$ cat src/rtl/cpu_pkg.sv
// Shared encodings for the pipelined MIPS-I integer core: opcodes, functs,
// ALU operation codes, immediate-extension kinds and the ID/EX control bundle.
package cpu_pkg;

    localparam logic [5:0] OP_RTYPE = 6'h00;
    localparam logic [5:0] OP_J     = 6'h02;
    localparam logic [5:0] OP_JAL   = 6'h03;
    localparam logic [5:0] OP_BEQ   = 6'h04;
    localparam logic [5:0] OP_BNE   = 6'h05;
    localparam logic [5:0] OP_ADDIU = 6'h09;
    localparam logic [5:0] OP_SLTI  = 6'h0A;
    localparam logic [5:0] OP_ANDI  = 6'h0C;
    localparam logic [5:0] OP_ORI   = 6'h0D;
    localparam logic [5:0] OP_XORI  = 6'h0E;
    localparam logic [5:0] OP_LUI   = 6'h0F;
    localparam logic [5:0] OP_LW    = 6'h23;
    localparam logic [5:0] OP_SW    = 6'h2B;

    localparam logic [5:0] FN_SLL  = 6'h00;
    localparam logic [5:0] FN_SRL  = 6'h02;
    localparam logic [5:0] FN_SRA  = 6'h03;
    localparam logic [5:0] FN_JR   = 6'h08;
    localparam logic [5:0] FN_ADD  = 6'h20;
    localparam logic [5:0] FN_ADDU = 6'h21;
    localparam logic [5:0] FN_SUB  = 6'h22;
    localparam logic [5:0] FN_SUBU = 6'h23;
    localparam logic [5:0] FN_AND  = 6'h24;
    localparam logic [5:0] FN_OR   = 6'h25;
    localparam logic [5:0] FN_XOR  = 6'h26;
    localparam logic [5:0] FN_NOR  = 6'h27;
    localparam logic [5:0] FN_SLT  = 6'h2A;
    localparam logic [5:0] FN_SLTU = 6'h2B;

    localparam logic [3:0] ALU_ADD  = 4'd0;
    localparam logic [3:0] ALU_SUB  = 4'd1;
    localparam logic [3:0] ALU_AND  = 4'd2;
    localparam logic [3:0] ALU_OR   = 4'd3;
    localparam logic [3:0] ALU_XOR  = 4'd4;
    localparam logic [3:0] ALU_NOR  = 4'd5;
    localparam logic [3:0] ALU_SLT  = 4'd6;
    localparam logic [3:0] ALU_SLTU = 4'd7;
    localparam logic [3:0] ALU_SLL  = 4'd8;
    localparam logic [3:0] ALU_SRL  = 4'd9;
    localparam logic [3:0] ALU_SRA  = 4'd10;
    localparam logic [3:0] ALU_LUI  = 4'd11;

    localparam logic [4:0] REG_ZERO = 5'd0;
    localparam logic [4:0] REG_LINK = 5'd31;

    typedef enum logic [1:0] {
        IMM_SIGN  = 2'd0,
        IMM_ZERO  = 2'd1,
        IMM_UPPER = 2'd2
    } imm_kind_e;

    typedef struct packed {
        logic [3:0] alu_op;
        logic       alu_src_imm;
        logic       mem_read;
        logic       mem_write;
        logic       reg_write;
        logic       branch_eq;
        logic       branch_ne;
        logic       jump;
        logic       jump_reg;
        logic       illegal;
        logic [4:0] dest;
    } ctrl_t;

    function automatic logic [31:0] sext16(input logic [15:0] v);
        return {{16{v[15]}}, v};
    endfunction

endpackage

$ cat src/rtl/regfile.sv
// 32x32 register file: two asynchronous read ports, one synchronous write port,
// r0 hardwired to zero, and a same-cycle write-through bypass on both reads.
module regfile (
    input  logic        clk_in,
    input  logic        rst_n_in,
    input  logic [4:0]  rs_addr_in,
    input  logic [4:0]  rt_addr_in,
    output logic [31:0] rs_data_out,
    output logic [31:0] rt_data_out,
    input  logic        wb_en_in,
    input  logic [4:0]  wb_addr_in,
    input  logic [31:0] wb_data_in
);

    logic [31:0] mem_q [32];
    logic [31:0] mem_d [32];
    logic        wr_live;

    assign wr_live = wb_en_in & (wb_addr_in != 5'd0);

    always_comb begin
        mem_d = mem_q;
        if (wr_live) begin
            mem_d[wb_addr_in] = wb_data_in;
        end
    end

    always_ff @(posedge clk_in or negedge rst_n_in) begin
        if (!rst_n_in) begin
            for (int i = 0; i < 32; i++) begin
                mem_q[i] <= '0;
            end
        end else begin
            mem_q <= mem_d;
        end
    end

    // Bypass lets decode see a value being written back in the same cycle.
    assign rs_data_out = (rs_addr_in == 5'd0)                     ? 32'h0      :
                         (wr_live && (wb_addr_in == rs_addr_in))  ? wb_data_in :
                                                                    mem_q[rs_addr_in];
    assign rt_data_out = (rt_addr_in == 5'd0)                     ? 32'h0      :
                         (wr_live && (wb_addr_in == rt_addr_in))  ? wb_data_in :
                                                                    mem_q[rt_addr_in];

endmodule

$ cat src/rtl/decode_stage.sv
// Instruction decode stage: decodes the fetched word, reads operands, detects
// load-use hazards and registers everything into the ID/EX pipeline register.
module decode_stage
    import cpu_pkg::*;
#(
    parameter logic [31:0] RESET_PC = 32'h0
) (
    input  logic        clk_in,
    input  logic        rst_n_in,
    input  logic [31:0] insn_in,
    input  logic [31:0] pc_in,
    input  logic [31:0] next_pc_in,
    input  logic        insn_valid_in,
    input  logic        flush_in,
    input  logic        wb_en_in,
    input  logic [4:0]  wb_addr_in,
    input  logic [31:0] wb_data_in,
    output logic        stall_out,
    output logic        valid_out,
    output logic [31:0] pc_out,
    output logic [31:0] next_pc_out,
    output logic [31:0] rs_data_out,
    output logic [31:0] rt_data_out,
    output logic [31:0] imm_out,
    output logic [4:0]  shamt_out,
    output logic [4:0]  dest_out,
    output logic [3:0]  alu_op_out,
    output logic        alu_src_imm_out,
    output logic        mem_read_out,
    output logic        mem_write_out,
    output logic        reg_write_out,
    output logic        branch_eq_out,
    output logic        branch_ne_out,
    output logic        jump_out,
    output logic        jump_reg_out,
    output logic        illegal_out,
    output logic [31:0] target_out
);

    logic [5:0]  op;
    logic [5:0]  fn;
    logic [4:0]  rs;
    logic [4:0]  rt;
    logic [4:0]  rd;
    logic [15:0] imm16;
    logic [31:0] imm_sx;

    assign op     = insn_in[31:26];
    assign rs     = insn_in[25:21];
    assign rt     = insn_in[20:16];
    assign rd     = insn_in[15:11];
    assign fn     = insn_in[5:0];
    assign imm16  = insn_in[15:0];
    assign imm_sx = sext16(imm16);

    logic [31:0] rf_rs_data;
    logic [31:0] rf_rt_data;

    regfile u_regfile (
        .clk_in      (clk_in),
        .rst_n_in    (rst_n_in),
        .rs_addr_in  (rs),
        .rt_addr_in  (rt),
        .rs_data_out (rf_rs_data),
        .rt_data_out (rf_rt_data),
        .wb_en_in    (wb_en_in),
        .wb_addr_in  (wb_addr_in),
        .wb_data_in  (wb_data_in)
    );

    ctrl_t       dec;
    logic        dec_writes;
    logic        reads_rt;
    imm_kind_e   imm_kind;
    logic [31:0] dec_imm;
    logic [31:0] dec_target;

    always_comb begin
        dec        = '0;
        dec_writes = 1'b0;
        reads_rt   = 1'b0;
        imm_kind   = IMM_SIGN;
        case (op)
            OP_RTYPE: begin
                reads_rt   = 1'b1;
                dec.dest   = rd;
                dec_writes = 1'b1;
                case (fn)
                    FN_SLL:          dec.alu_op = ALU_SLL;
                    FN_SRL:          dec.alu_op = ALU_SRL;
                    FN_SRA:          dec.alu_op = ALU_SRA;
                    FN_ADD, FN_ADDU: dec.alu_op = ALU_ADD;
                    FN_SUB, FN_SUBU: dec.alu_op = ALU_SUB;
                    FN_AND:          dec.alu_op = ALU_AND;
                    FN_OR:           dec.alu_op = ALU_OR;
                    FN_XOR:          dec.alu_op = ALU_XOR;
                    FN_NOR:          dec.alu_op = ALU_NOR;
                    FN_SLT:          dec.alu_op = ALU_SLT;
                    FN_SLTU:         dec.alu_op = ALU_SLTU;
                    FN_JR: begin
                        dec.jump_reg = 1'b1;
                        dec.dest     = REG_ZERO;
                        dec_writes   = 1'b0;
                    end
                    default: begin
                        dec.illegal = 1'b1;
                        dec.dest    = REG_ZERO;
                        dec_writes  = 1'b0;
                    end
                endcase
            end
            OP_J: dec.jump = 1'b1;
            OP_JAL: begin
                dec.jump   = 1'b1;
                dec.dest   = REG_LINK;
                dec_writes = 1'b1;
            end
            OP_BEQ: begin
                dec.branch_eq = 1'b1;
                dec.alu_op    = ALU_SUB;
                reads_rt      = 1'b1;
            end
            OP_BNE: begin
                dec.branch_ne = 1'b1;
                dec.alu_op    = ALU_SUB;
                reads_rt      = 1'b1;
            end
            OP_ADDIU, OP_SLTI, OP_ANDI, OP_ORI, OP_XORI, OP_LUI: begin
                dec.alu_src_imm = 1'b1;
                dec.dest        = rt;
                dec_writes      = 1'b1;
                case (op)
                    OP_SLTI: dec.alu_op = ALU_SLT;
                    OP_ANDI: begin dec.alu_op = ALU_AND; imm_kind = IMM_ZERO;  end
                    OP_ORI:  begin dec.alu_op = ALU_OR;  imm_kind = IMM_ZERO;  end
                    OP_XORI: begin dec.alu_op = ALU_XOR; imm_kind = IMM_ZERO;  end
                    OP_LUI:  begin dec.alu_op = ALU_LUI; imm_kind = IMM_UPPER; end
                    default: dec.alu_op = ALU_ADD;
                endcase
            end
            OP_LW: begin
                dec.alu_src_imm = 1'b1;
                dec.mem_read    = 1'b1;
                dec.dest        = rt;
                dec_writes      = 1'b1;
            end
            OP_SW: begin
                dec.alu_src_imm = 1'b1;
                dec.mem_write   = 1'b1;
                reads_rt        = 1'b1;
            end
            default: dec.illegal = 1'b1;
        endcase
        // A zero destination never writes, which turns NOP into a harmless SLL.
        dec.reg_write = dec_writes & (dec.dest != REG_ZERO);
    end

    always_comb begin
        case (imm_kind)
            IMM_ZERO:  dec_imm = {16'h0, imm16};
            IMM_UPPER: dec_imm = {imm16, 16'h0};
            default:   dec_imm = imm_sx;
        endcase
    end

    assign dec_target = dec.jump ? {next_pc_in[31:28], insn_in[25:0], 2'b00}
                                 : next_pc_in + {imm_sx[29:0], 2'b00};

    logic        valid_q,    valid_d;
    ctrl_t       ctrl_q,     ctrl_d;
    logic [31:0] pc_q,       pc_d;
    logic [31:0] next_pc_q,  next_pc_d;
    logic [31:0] rs_data_q,  rs_data_d;
    logic [31:0] rt_data_q,  rt_data_d;
    logic [31:0] imm_q,      imm_d;
    logic [4:0]  shamt_q,    shamt_d;
    logic [31:0] target_q,   target_d;
    logic        load_use;
    logic        issue;

    // The load in ID/EX has no data until MEM, so a dependent reader must wait one bubble.
    assign load_use = valid_q & ctrl_q.mem_read & (ctrl_q.dest != REG_ZERO) & insn_valid_in &
                      ((ctrl_q.dest == rs) | ((ctrl_q.dest == rt) & reads_rt));

    // Fetch re-presents the same word while stall_out is high; flush and stall both bubble.
    assign issue = insn_valid_in & ~flush_in & ~load_use;

    always_comb begin
        valid_d   = issue;
        ctrl_d    = issue ? dec : '0;
        pc_d      = pc_in;
        next_pc_d = next_pc_in;
        rs_data_d = rf_rs_data;
        rt_data_d = rf_rt_data;
        imm_d     = dec_imm;
        shamt_d   = insn_in[10:6];
        target_d  = dec_target;
    end

    always_ff @(posedge clk_in or negedge rst_n_in) begin
        if (!rst_n_in) begin
            valid_q   <= 1'b0;
            ctrl_q    <= '0;
            pc_q      <= RESET_PC;
            next_pc_q <= RESET_PC;
            rs_data_q <= '0;
            rt_data_q <= '0;
            imm_q     <= '0;
            shamt_q   <= '0;
            target_q  <= '0;
        end else begin
            valid_q   <= valid_d;
            ctrl_q    <= ctrl_d;
            pc_q      <= pc_d;
            next_pc_q <= next_pc_d;
            rs_data_q <= rs_data_d;
            rt_data_q <= rt_data_d;
            imm_q     <= imm_d;
            shamt_q   <= shamt_d;
            target_q  <= target_d;
        end
    end

    assign stall_out       = load_use;
    assign valid_out       = valid_q;
    assign pc_out          = pc_q;
    assign next_pc_out     = next_pc_q;
    assign rs_data_out     = rs_data_q;
    assign rt_data_out     = rt_data_q;
    assign imm_out         = imm_q;
    assign shamt_out       = shamt_q;
    assign target_out      = target_q;
    assign dest_out        = ctrl_q.dest;
    assign alu_op_out      = ctrl_q.alu_op;
    assign alu_src_imm_out = ctrl_q.alu_src_imm;
    assign mem_read_out    = ctrl_q.mem_read;
    assign mem_write_out   = ctrl_q.mem_write;
    assign reg_write_out   = ctrl_q.reg_write;
    assign branch_eq_out   = ctrl_q.branch_eq;
    assign branch_ne_out   = ctrl_q.branch_ne;
    assign jump_out        = ctrl_q.jump;
    assign jump_reg_out    = ctrl_q.jump_reg;
    assign illegal_out     = ctrl_q.illegal;

endmodule

$ cat config.mk
export PLATFORM = sky130hd
export DESIGN_NAME = decode_stage
export DESIGN_NICKNAME = d
export VERILOG_FILES = /design/src/rtl/cpu_pkg.sv /design/src/rtl/regfile.sv /design/src/rtl/decode_stage.sv
export SDC_FILE = /design/constraint.sdc
export NUM_CORES = 2
export LEC_CHECK = 0
export BUFFER_PORTS_ARGS = -buffer_cell sky130_fd_sc_hd__clkbuf_2
export CORE_MARGIN = 4
export CORE_UTILIZATION = 25
export DETAILED_ROUTE_END_ITERATION = 7
export SYNTH_ARGS = -nofsm -noshare
export SYNTH_HDL_FRONTEND = slang
export SYNTH_SLANG_ARGS = --single-unit
export TNS_END_PERCENT = 5
$ cat constraint.sdc
create_clock -name clk_in -period 2.4 [get_ports clk_in]
set_input_delay 0 -clock clk_in [delete_from_list [all_inputs] [get_ports clk_in]]
set_output_delay 0 -clock clk_in [all_outputs]
set_load 0.1 [all_outputs]
### Yosys cells after proc, flatten, opt, wreduce, memory -nomap -nowiden

Index checks and enable logic that the tools add are counted.

* $add $sub $neg: 1
* magnitude comparators: 4
* eq/ne operators: 31
* muxes and demuxes: 36
* bitwise operators: 15
* reductions and logical operators: 22

Operators with widths (number)
* bitwise mux 1024 bit: 1
* binary-select mux 32 bit (select 5 bit): 2
* two-way mux 32 bit: 10
* demux 32 bit (select 5 bit): 1
* == test 6 bit, second input constant: 12
* one-hot mux 32 bit (2 select lines): 1
* == test 6 x 4 -> 1 bit, second input constant: 7
* one-hot mux 4 bit (10 select lines): 1
* adder 32 bit: 1
* == test 6 x 2 -> 1 bit, second input constant: 4
* == test 5 bit: 4
* one-hot mux 4 bit (5 select lines): 1
* >= comparator 6 bit, second input constant: 3
* two-way mux 18 bit: 1
* inverter 5 -> 6 bit: 3
* OR reduction 8 bit: 2
* one-hot mux 5 bit (3 select lines): 1
* nonzero test 5 bit: 3
* OR reduction 14 bit: 1
* OR reduction 13 bit: 1
* == test 6 x 3 -> 1 bit, second input constant: 2
* logical NOT 6 bit: 2
* one-hot mux 4 bit (3 select lines): 1
* OR reduction 12 bit: 1
* 18 further kinds: 43

* bits in registers: 1240

### Longest topological paths before layout

* depth in word-level cells: 9
* depth in mapped cells: 11

### Hierarchy

A second synthesis with hierarchy kept.

* cells, all modules: 4624
* area, all modules: 64030.2 um^2

Modules (own cells, without submodules)
* regfile: times used 1, cells each 3939, area each 55680.9 um^2
* decode_stage: times used 1, cells each 685, area each 8349.3 um^2

### Least setup slack after synthesis

No wires, ideal clock.

* path kind: register -> register
* start point: reg ctrl_q (netlist bit dest_out[1])
* end point: reg ctrl_q (netlist bit jump_out)
* library setup time: 74 ps
* arrival time: 2356 ps
* setup slack: -30 ps
* cell stages (with the launch flop): 8
* buffers on the path: 2
* clock period less this slack: 2430 ps
* cell sequence: dfrtp_1 -> or4_1 -> o211ai_1 -> nor2_1 -> or3b_1 -> buf_2 -> buf_2 -> nor2_1

RTL lines
* from (decl): line decode_stage.sv:170 `ctrl_t ctrl_q, ctrl_d;`
* from (signal assigned): line decode_stage.sv:213 `ctrl_q <= ctrl_d;`

### Worst setup path after layout

* start point: reg ctrl_q (netlist bit dest_out[4])
* end point: out stall_out

* cells in the longest elaborated chain, start to end: 4

RTL lines
* == test 5 bit or nonzero test 5 bit (tied branches): line decode_stage.sv:183, decode_stage.sv:182
* AND 1 bit (on tied branches): line decode_stage.sv:183, decode_stage.sv:182
* OR 1 bit or AND 1 bit (tied branches): line decode_stage.sv:183, decode_stage.sv:182
* AND 1 bit *: line decode_stage.sv:182 `assign load_use = valid_q & ctrl_q.mem_read & (ctrl_q.dest != REG_ZERO) & insn_valid_in &`
* to (decl): line decode_stage.sv:18 `output logic stall_out,`

Mark *: on every way between the ends. The rest lies on a longest branch, timed or not.

==> results.ini <==
[yosys]
synth_common_cells = 1240 x dfrtp_1, 990 x mux2_2, 587 x mux4_2, 233 x clkbuf_1, 135 x nor2_1
syn-mean-instance-area_sq_um = 15.2
synthTopCellsByArea = dfrtp_1 49%, mux4_2 21%, mux2_2 18%, mux2i_1 1.7%, a211oi_1 1.4%
ys_seq_area_frac = 0.489
synthCells = 4176
yosys_most_used_dff = dfrtp_1
synth_edf_count = 0
ys_types = 60
yosysWarnings = 0
synth_nets = 4346
async_reset_ff_frac = 1.00
syn_area_sq_mm = 0.0634
yosys.area.top_type = dfrtp_1
post-synth-top-area-fraction = 0.489
synth-seq-cells = 1240
yosysMostFrequentCell = dfrtp_1

[critical_path]
cp.required_ns = 2.40
end_kind = primary output
cp_cell_sequence = or4_1, o211ai_1, nor2_1, and2_4, buf_12
worstPathArrival_ns = 2.36
critPathLaunchType = register
critPathKind = reg2out
critPathMaxStageDelay_ns = 0.54
cp_max_fo = 3
cp_top_family = simple AND/OR/NAND/NOR gates
cp.buffers_inverters = 1
critPathSlowestCell = or4_1

[clocking]
clkLatencyLatePin_ns = 0.78
cts_sinks = 1240
cts_tree = done
numCtsBuffers = 139
clockBufferDepth = 3
htreeDepth = 4
clock-root-buffer = clkbuf_16
clk_pin_slew_worst_paths_ns = 0.07

[routing]
via_count = 42000
dr.pass1.iters = 5
ant_nets = 0
vias_per_cell = 5.11
drt_iter0_markers = 3627
route.detailed.wl_per_inst_um = 25.9
routed_wl_um = 213000
drc = 0

[final_layout]
nets = 4927
fill_cells = 24700
drive_gt1_frac = 0.521
final_cells = 8213
area_delta_synth_final_pct = 23.3
fin_area_sq_mm = 0.0782

[job]
maxCapViolCount = 0

[place]
dp_slack_ns = -0.169
place.gp.congestion = 0.891
place_area_sq_mm = 0.0715
dp_hpwl_um = 134000
numPortBuffers = 354
post-place-cells = 7756

[hold_path]
holdCritPathClass = in2reg

[timing]
hold_viol_final = 0
skew_ns = 0.0287
period_minus_slack_ns = 2.36
min_period_over_period = 0.985
fin_tns_setup_ns = 0
setup_viol = 0
slew_viol_final = 0
grt_setup_unrepaired = true
setup_ws_ns = 0.0352
worst_pin_slew_ns = 0.839
max_slew_margin = 0.441
fmax_mhz = 423

[global_routing]
grt_max_degree = 99
first_global_vias = 44000
antenna_found_initial = 15
grt_pass1_wl_um = 313000
grt.overflow.total = 0
grt_util_all_layers = 0.160

[power]
finalPower_mw = 65.3
max-vdd-ir-drop_mv = 0.772
power_density_mw_per_mm2 = 834
p_leak_nw = 33.8

[floorplan]
die_x_um = 512
rows = 184
die_h_um = 512
coreArea_sq_mm = 0.252
ios = 355
initial_core_util = 0.252
dieArea_sq_mm = 0.262

[status]
status = finished clean

## state kept, by name (all words and copies together), names as in the netlist, 4 cells and up
name,flops
u_regfile.mem_q,1024
imm_out,32
next_pc_out,32
pc_out,32
rs_data_out,32
rt_data_out,32
target_out,32
dest_out,5
shamt_out,5
alu_op_out,4
## metal layers
metal,vias up,part of all wire,track usage
li1,17100,-,-
met5,-,0,0
met1,22800,0.42,0.213
met4,0,0.031,0.0499
met2,1691,0.48,0.261
met3,369,0.068,0.0342
## worst paths after layout
| check | slack [ns] | from | cells past startpoint | endpoint |
|---|---|---|---|---|
| max | 0.04 | dest_out[4] | 5 | stall_out |
| min | 0.04 | insn_in[21] | 5 | target_out[23] |
| max reg2reg | 0.11 | u_regfile.mem_q[764] | 5 | rt_data_out[28] |
| min reg2reg | 0.39 | u_regfile.mem_q[1003] | 0 | u_regfile.mem_q[1003] |
| max in group asynchronous | 1.73 | rst_n_in | 4 | u_regfile.mem_q[299] |
| min in group asynchronous | 0.08 | rst_n_in | 3 | u_regfile.mem_q[948] |
## kinds of logic after synthesis
group,count (synthesis),share of synthesized area
xor+xnor,47,0.00649
mux,1692,0.402
fa+ha+maj,32,0.00643
simple gates,374,0.0286
buf+inv,467,0.0329
flops,1240,0.489
compound gates,324,0.0338
## through the flow
stage / hold WS, ns / utilization
after floorplan: -0.296 / -
after CTS: -0.268 / 0.310
after detailed placement: 0.0171 / 0.284
after global placement: 0.00955 / 0.284
final: 0.0389 / 0.311
after global routing: 0.0401 / 0.311
## worst reg2reg max path: stages, from the launching register on
cell and delay (ns):
dfrtp_1 0.40, mux4_2 0.47, mux4_2 0.49, mux2i_1 0.16, a211oi_1 0.09, dlygate4sd3_1 0.58
## cells in the final DEF, fill, tap and decap left out, drive strengths merged, types with 8 or more instances in the layout
| master | count |
|---|---|
| o21ai | 29 |
| nor2b | 68 |
| a21oi | 99 |
| dfrtp | 1240 |
| dlygate4sd3 | 205 |
| nand3 | 19 |
| clkinv | 22 |
| a211oi | 122 |
| mux2 | 995 |
| mux2i | 110 |
| inv | 22 |
| nand2b | 10 |
| nand2 | 74 |
| xor2 | 27 |
| nand4 | 8 |
| nor2 | 136 |
| ha | 31 |
| a31oi | 9 |
| nor3 | 12 |
| mux4 | 587 |
| nor4 | 10 |
| xnor2 | 20 |
| buf | 346 |
| a21o | 25 |
| clkbuf | 547 |
## repair_timing
item                                    in CTS  in global routing
buffers inserted                             2                  0
endpoints found under the setup margin       1                  4
pin swaps                                    5                  0
hold buffers                               205                  1
resized for setup                            4                  5
hold endpoints to repair                  2288                 19
## power by group
part           total [mW]  internal (mW)  switching (mW)  leakage (nW)
Clock                21.8           12.6            9.20          2.27
Combinational        16.1           7.66            8.41          15.8
Sequential           27.4           24.7            2.70          15.8
Total                65.3           44.9            20.3          33.8
## layout make-up
| class | instances | area, sq um | area share |
|---|---|---|---|
| Tap cell | 3348 | 4190 | 0.0536 |
| Clock buffer | 205 | 4120 | 0.0527 |
| Antenna cell | 3 | 7.51 | 0.0000960 |
| Timing Repair Buffer | 893 | 7760 | 0.0993 |
| Sequential cell | 1240 | 31000 | 0.397 |
| Inverter | 14 | 52.6 | 0.000672 |
| Multi-Input combinational cell | 2469 | 30500 | 0.390 |
| Clock inverter | 41 | 515 | 0.00659 |
Power figures use the tool's default switching activity.
